[src/rtl/wb_interconnect_n.sv]
// Single-master, N-slave classic Wishbone interconnect: registered range decode, error termination
// and fault-address capture. Defining WB_ICN_TIMEOUT_EN adds a no-ack timeout in ACTIVE.
module wb_interconnect_n #(
   parameter int                    N           = 4,
   parameter int                    ADDR_W      = 32,
   parameter int                    DATA_W      = 32,
   parameter logic [2*N*ADDR_W-1:0] ADDR_RANGES = {32'h0000_0000, 32'h0000_1000,
                                                   32'h0000_1000, 32'h0000_2000,
                                                   32'h0000_2000, 32'h0000_3000,
                                                   32'h0000_3000, 32'h0000_4000},
   parameter int                    TIMEOUT     = 255
) (
   input  logic                  clk_in,
   input  logic                  reset_in,
   input  logic                  m_cyc_in,
   input  logic                  m_stb_in,
   input  logic                  m_we_in,
   input  logic [ADDR_W-1:0]     m_adr_in,
   input  logic [DATA_W-1:0]     m_dat_in,
   input  logic [DATA_W/8-1:0]   m_sel_in,
   output logic [DATA_W-1:0]     m_dat_out,
   output logic                  m_ack_out,
   output logic                  m_err_out,
   output logic [N-1:0]          s_cyc_out,
   output logic [N-1:0]          s_stb_out,
   output logic                  s_we_out,
   output logic [ADDR_W-1:0]     s_adr_out,
   output logic [DATA_W-1:0]     s_dat_out,
   output logic [DATA_W/8-1:0]   s_sel_out,
   input  logic [N*DATA_W-1:0]   s_dat_in,
   input  logic [N-1:0]          s_ack_in,
   input  logic [N-1:0]          s_err_in,
   output logic [ADDR_W-1:0]     err_addr_out,
   output logic [1:0]            err_cause_out
);

   localparam int IDX_W = (N > 1) ? $clog2(N) : 1;

   typedef enum logic [1:0] {
      ST_IDLE   = 2'd0,
      ST_ACTIVE = 2'd1,
      ST_ERROR  = 2'd2
   } state_t;

   state_t              state_r, state_s;
   logic [IDX_W-1:0]    idx_r, idx_s;
   logic [ADDR_W-1:0]   err_addr_r, err_addr_s;
   logic [1:0]          err_cause_r, err_cause_s;

   logic [N-1:0]        match_s;
   logic                hit_s;
   logic [IDX_W-1:0]    hit_idx_s;
   logic                slv_ack_s, slv_err_s;
   logic [DATA_W-1:0]   sel_dat_s;
   logic                to_hit_s;

   logic [N-1:0]        s_cyc_s, s_stb_s;
   logic                m_ack_s, m_err_s;
   logic [DATA_W-1:0]   m_dat_s;

   // Entry 0 sits at the MSB end of ADDR_RANGES: base first, then exclusive limit.
   function automatic logic [ADDR_W-1:0] range_base(input int i);
      range_base = ADDR_RANGES[(2*N-1-2*i)*ADDR_W +: ADDR_W];
   endfunction

   function automatic logic [ADDR_W-1:0] range_limit(input int i);
      range_limit = ADDR_RANGES[(2*N-2-2*i)*ADDR_W +: ADDR_W];
   endfunction

   // Range match per slave and lowest-index priority select.
   always_comb begin
      match_s   = '0;
      hit_s     = 1'b0;
      hit_idx_s = '0;
      for (int i = 0; i < N; i++) begin
         match_s[i] = (m_adr_in >= range_base(i)) && (m_adr_in < range_limit(i));
      end
      for (int i = 0; i < N; i++) begin
         if (match_s[i] && !hit_s) begin
            hit_s     = 1'b1;
            hit_idx_s = IDX_W'(i);
         end else begin
            hit_idx_s = hit_idx_s;
         end
      end
   end

   // Responses of the latched slave; a master that has dropped cyc no longer sees them.
   assign slv_ack_s = s_ack_in[idx_r] & m_cyc_in;
   assign slv_err_s = s_err_in[idx_r] & m_cyc_in;
   assign sel_dat_s = s_dat_in[idx_r*DATA_W +: DATA_W];

`ifdef WB_ICN_TIMEOUT_EN
   localparam int TO_W = $clog2(TIMEOUT + 1);
   logic [TO_W-1:0] to_cnt_r;

   // A same-cycle ack or err from the slave beats the timeout.
   assign to_hit_s = (state_r == ST_ACTIVE) && m_cyc_in && (to_cnt_r == TO_W'(TIMEOUT))
                     && !slv_ack_s && !slv_err_s;

   // Wait-cycle counter: held at zero outside ACTIVE, counts unanswered ACTIVE cycles.
   always_ff @(posedge clk_in) begin
      if (!reset_in) begin
         to_cnt_r <= '0;
      end else if (state_r != ST_ACTIVE) begin
         to_cnt_r <= '0;
      end else if (!slv_ack_s && !slv_err_s && (to_cnt_r != TO_W'(TIMEOUT))) begin
         to_cnt_r <= to_cnt_r + TO_W'(1);
      end else begin
         to_cnt_r <= to_cnt_r;
      end
   end
`else
   assign to_hit_s = 1'b0;
`endif

   // Next-state, slave select and master response.
   always_comb begin
      state_s     = state_r;
      idx_s       = idx_r;
      err_addr_s  = err_addr_r;
      err_cause_s = err_cause_r;
      s_cyc_s     = '0;
      s_stb_s     = '0;
      m_ack_s     = 1'b0;
      m_err_s     = 1'b0;
      m_dat_s     = '0;
      case (state_r)
         ST_IDLE: begin
            if (m_cyc_in && m_stb_in) begin
               if (hit_s) begin
                  idx_s   = hit_idx_s;
                  state_s = ST_ACTIVE;
               end else begin
                  state_s = ST_ERROR;
               end
            end else begin
               state_s = ST_IDLE;
            end
         end
         ST_ACTIVE: begin
            m_dat_s = sel_dat_s;
            if (to_hit_s) begin
               m_err_s     = 1'b1;
               err_addr_s  = m_adr_in;
               err_cause_s = 2'b11;
               state_s     = ST_IDLE;
            end else begin
               s_cyc_s[idx_r] = m_cyc_in;
               s_stb_s[idx_r] = m_stb_in;
               m_err_s        = slv_err_s;
               m_ack_s        = slv_ack_s & ~slv_err_s;
               if (!m_cyc_in) begin
                  state_s = ST_IDLE;
               end else if (slv_err_s) begin
                  err_addr_s  = m_adr_in;
                  err_cause_s = 2'b10;
                  state_s     = ST_IDLE;
               end else if (slv_ack_s) begin
                  state_s = ST_IDLE;
               end else begin
                  state_s = ST_ACTIVE;
               end
            end
         end
         ST_ERROR: begin
            m_err_s     = 1'b1;
            err_addr_s  = m_adr_in;
            err_cause_s = 2'b01;
            state_s     = ST_IDLE;
         end
         default: begin
            idx_s   = '0;
            state_s = ST_IDLE;
         end
      endcase
   end

   // State, latched slave index and fault registers.
   always_ff @(posedge clk_in) begin
      if (!reset_in) begin
         state_r     <= ST_IDLE;
         idx_r       <= '0;
         err_addr_r  <= '0;
         err_cause_r <= 2'b00;
      end else begin
         state_r     <= state_s;
         idx_r       <= idx_s;
         err_addr_r  <= err_addr_s;
         err_cause_r <= err_cause_s;
      end
   end

   // While reset is held every output is forced low, so an interrupted transfer never acks or errs.
   assign s_cyc_out     = reset_in ? s_cyc_s     : '0;
   assign s_stb_out     = reset_in ? s_stb_s     : '0;
   assign m_ack_out     = reset_in & m_ack_s;
   assign m_err_out     = reset_in & m_err_s;
   assign m_dat_out     = reset_in ? m_dat_s     : '0;
   assign s_we_out      = reset_in & m_we_in;
   assign s_adr_out     = reset_in ? m_adr_in    : '0;
   assign s_dat_out     = reset_in ? m_dat_in    : '0;
   assign s_sel_out     = reset_in ? m_sel_in    : '0;
   assign err_addr_out  = reset_in ? err_addr_r  : '0;
   assign err_cause_out = reset_in ? err_cause_r : 2'b00;

endmodule

[config.mk]
export PLATFORM = sky130hd
export DESIGN_NAME = wb_interconnect_n
export DESIGN_NICKNAME = d
export VERILOG_FILES = /design/src/rtl/wb_interconnect_n.sv
export SDC_FILE = /design/constraint.sdc
export NUM_CORES = 1
export LEC_CHECK = 0
export ABC_AREA = 1
export CELL_PAD_IN_SITES_DETAIL_PLACEMENT = 0
export CELL_PAD_IN_SITES_GLOBAL_PLACEMENT = 2
export CORE_ASPECT_RATIO = 2
export CORE_MARGIN = 2
export CORE_UTILIZATION = 13
export CTS_CLUSTER_DIAMETER = 50
export CTS_CLUSTER_SIZE = 14
export DETAILED_ROUTE_END_ITERATION = 6
export GPL_ROUTABILITY_DRIVEN = 0
export PLACE_DENSITY = 0.85
export SLEW_MARGIN = 20
export SYNTH_ARGS = -nofsm -noshare
export SYNTH_HDL_FRONTEND = slang
export SYNTH_SLANG_ARGS = --single-unit
[constraint.sdc]
create_clock -name clk_in -period 3.7 [get_ports clk_in]
set_clock_uncertainty 0.1 [all_clocks]
set_input_delay 0.74 -clock clk_in [delete_from_list [all_inputs] [get_ports clk_in]]
set_output_delay 0.74 -clock clk_in [all_outputs]
set_load 0.005 [all_outputs]
==> results.rst <==
.. list-table::
   :header-rows: 1

   * - Metric
     - Value
   * - Count of cells resized by post-cts repair
     - 0
   * - Setup Fix Bufs, Post-CTS
     - 0
   * - Half-perimeter wire length of the detailed placement result
     - 14500 um
   * - Total number of clock tree sinks
     - 38
   * - Top cell type by total area after synthesis
     - sky130_fd_sc_hd__nand2_1
   * - Unrepaired setup endpoints after global routing
     - no
   * - Total Nets Final
     - about 1200
   * - Drt drc
     - 0
   * - Number of hold violations in the final report
     - 0
   * - Area taken by multi-input logic gates
     - 1960 um2
   * - Shortest clock period the worst path allows after layout
     - 3.29 ns
   * - Distinct cell type count of the synthesized netlist
     - 27
   * - Overall overflow remaining after global route
     - 0
   * - Class of the most critical setup path
     - input pin to output pin
   * - Crit path arrival time
     - around 2.5 ns
   * - Via count of the first global-routing pass
     - 4918
   * - Initial antenna violation count
     - 1
   * - Synthesis-stage register bit count
     - 38
   * - Average wire length per cell after detail routing
     - around 13 um
   * - Gr usage total
     - 0.124
   * - Initial Util
     - 0.132
   * - Routed metal-1 wirelength
     - 5920 um
   * - Worst endpoint required time
     - 2.86 ns
   * - Share of synthesized area occupied by flip-flops and latches
     - 0.218
   * - Syn Std Cell Area
     - 3490 um2
   * - Worst-Skew Late Latency
     - about 0.29 ns
   * - Number of cells produced by synthesis
     - 661
   * - Fmax
     - 0.304 GHz
   * - Synth Area per Inst
     - 5.28 um2
   * - Clock Tree Root
     - sky130_fd_sc_hd__clkbuf_16
   * - Filler cells
     - approximately 3000
   * - Antenna cell count
     - 0
   * - Global-route wire length before repair
     - 26800 um
   * - Max-cap violation count
     - 0
   * - Period utilization
     - 0.888
   * - Wire length on met3
     - 1270 um
   * - Areal power density over the cells
     - 186 nW/um2
   * - Synthesis warning total
     - 0
   * - Post-Layout Inst Area
     - 7530 um2
   * - Most area-consuming cells after synthesis
     - sky130_fd_sc_hd__nand2_1 (24%), sky130_fd_sc_hd__dfxtp_1 (22%), sky130_fd_sc_hd__inv_1 (16%)
   * - Clock H-tree levels
     - 2
   * - Measured slew at the worst slew-check pin
     - roughly 0.70 ns
   * - Via count normalized by instance count
     - roughly 3.8
   * - Syn nets
     - 873
   * - Sum of negative setup slack
     - 0 ns
   * - Number of top-level pins
     - 354
   * - Startpoint type of the worst setup path
     - input pin
   * - Max Used Layer
     - met5
   * - Relative slew margins
     - 0.532
   * - Core area
     - around 26000 um2
   * - # hold bufs at CTS
     - 0
   * - Nature of the critical path endpoint
     - output pin
   * - Static Leakage
     - 0.00357 uW
   * - Ratio of cells with drive above 1 in the final layout
     - 0.0312
   * - Routed via count
     - 5147
   * - Starting DRC count in detailed routing
     - 173
   * - TritonRoute pass-1 iters
     - 4
   * - Clock-pin slew on the worst setup and hold paths
     - 0.06 ns
   * - Number of port buffers
     - 353
   * - Number of buffers created by CTS
     - 5
   * - Final setup violation count
     - 0
   * - Overall die area
     - between 20000 and 30000 um2
   * - Sequential cell area
     - 762 um2
   * - Die width
     - 120 um
   * - Layout overhead on the synthesized area
     - 116%
   * - Met2 Wirelength
     - 10100 um
   * - Outcome
     - finished, final reports clean
   * - Die Height
     - 236 um
   * - Crit Path Max Fanout
     - 5
   * - Synth top area share
     - 0.239
   * - Cell area after placement
     - between 7000 and 8000 um2
   * - Path type of the worst min-delay path
     - flip-flop to flip-flop
   * - Peak supply drop
     - 0.134 mV
   * - Remaining antenna violation count
     - 0
   * - Total wirelength of the detailed-routed design
     - roughly 18000 um
   * - Fin Hold WS
     - 0.380 ns
   * - CTS tree
     - built
   * - Most frequent standard cell in the layout excluding fill and tap cells
     - sky130_fd_sc_hd__clkdlybuf4s50_1
   * - Clock Tree Buf Depth
     - 2
   * - Cell row count
     - 84
   * - Max-slew violation count
     - 0
   * - Most frequent cells in the layout
     - sky130_fd_sc_hd__clkdlybuf4s50_1 (352), sky130_fd_sc_hd__nand2_1 (222), sky130_fd_sc_hd__inv_1 (146)
   * - Pin count of the biggest net entering global routing
     - 142
-- logic make-up after synthesis --
family	synth area share
AO/OA/AOI/OAI	0.136
adder cells (fa/ha/maj)	0.0108
buffers and inverters	0.219
flip-flops	0.218
AND/OR/NAND/NOR	0.416
-- final timing paths --
kind | startpoint | endpoint | slack [ns] | depth (start not counted)
worst min register to register | err_addr_r[2] | err_addr_r[2] | 0.38 | 2
worst max-delay path | m_cyc_in | m_ack_out | 0.41 | 4
worst min-delay path | err_addr_r[2] | err_addr_r[2] | 0.38 | 2
worst max register to register | idx_r[0] | err_addr_r[1] | 1.42 | 10
-- area by class of cell --
type                       count  share of cell area
clock inverter                 2             0.00166
multi-input combinational    433               0.261
sequential                    38               0.101
inverter                     148              0.0738
clock buffer                   6              0.0184
tap                          344              0.0572
timing repair buffer         366               0.487
-- per-stage QoR --
stage	util	setup WS, ns	std cells	total power, uW
2_1_floorplan	-	1.22	661	595
4_1_cts	0.285	0.384	1337	1440
5_1_grt	0.285	0.311	1337	1490
3_5_place_dp	0.280	0.376	1329	956
3_3_place_gp	0.280	0.398	1329	953
6_report	0.285	0.415	1337	1400
-- per-layer routing --
metal | global-route usage | up-vias
met5 | 0 | -
met3 | 0.0252 | 26
li1 | - | 2645
met1 | 0.112 | 2205
met2 | 0.250 | 269
met4 | 0.0617 | 2
-- registers in the layout, indices dropped and copies added (netlist names) --
register     flops
err_cause_r      2
idx_r            2
state_r          2
err_addr_r      32
-- synthesized netlist by cell type --
cell type                  count
sky130_fd_sc_hd__nand2_1     222
sky130_fd_sc_hd__inv_1       146
sky130_fd_sc_hd__nor2_1       87
sky130_fd_sc_hd__nand3_1      40
sky130_fd_sc_hd__dfxtp_1      38
sky130_fd_sc_hd__a22oi_1      32
sky130_fd_sc_hd__a31oi_1      32
sky130_fd_sc_hd__clkbuf_1     30
sky130_fd_sc_hd__buf_6         6
sky130_fd_sc_hd__buf_1         4
sky130_fd_sc_hd__ha_1          3
sky130_fd_sc_hd__o21ai_0       3
sky130_fd_sc_hd__a21oi_1       2
sky130_fd_sc_hd__inv_2         2
sky130_fd_sc_hd__nor4_1        2
sky130_fd_sc_hd__a22o_1        1
sky130_fd_sc_hd__buf_2         1
sky130_fd_sc_hd__buf_4         1
sky130_fd_sc_hd__nand2_2       1
sky130_fd_sc_hd__nand3_2       1
sky130_fd_sc_hd__nand3b_1      1
sky130_fd_sc_hd__nand4_1       1
sky130_fd_sc_hd__nand4_2       1
sky130_fd_sc_hd__nor2_2        1
sky130_fd_sc_hd__nor2_8        1
sky130_fd_sc_hd__nor3_1        1
sky130_fd_sc_hd__or2_2         1
-- worst max-delay path, cell delays in order --
cell and delay (ns):
sky130_fd_sc_hd__clkdlybuf4s50_1 0.56, sky130_fd_sc_hd__nand2_1 0.10, sky130_fd_sc_hd__nor4_1 0.44, sky130_fd_sc_hd__clkdlybuf4s50_1 0.60
-- report_power, final --
part | internal (uW) | leakage (uW) | switching [uW]
logic | 331 | 0.00319 | 171
registers | 429 | 0.000311 | 9.32
clock network | 267 | 0.0000729 | 190
total | 1030 | 0.00357 | 370
Power figures use the tool's default switching activity.
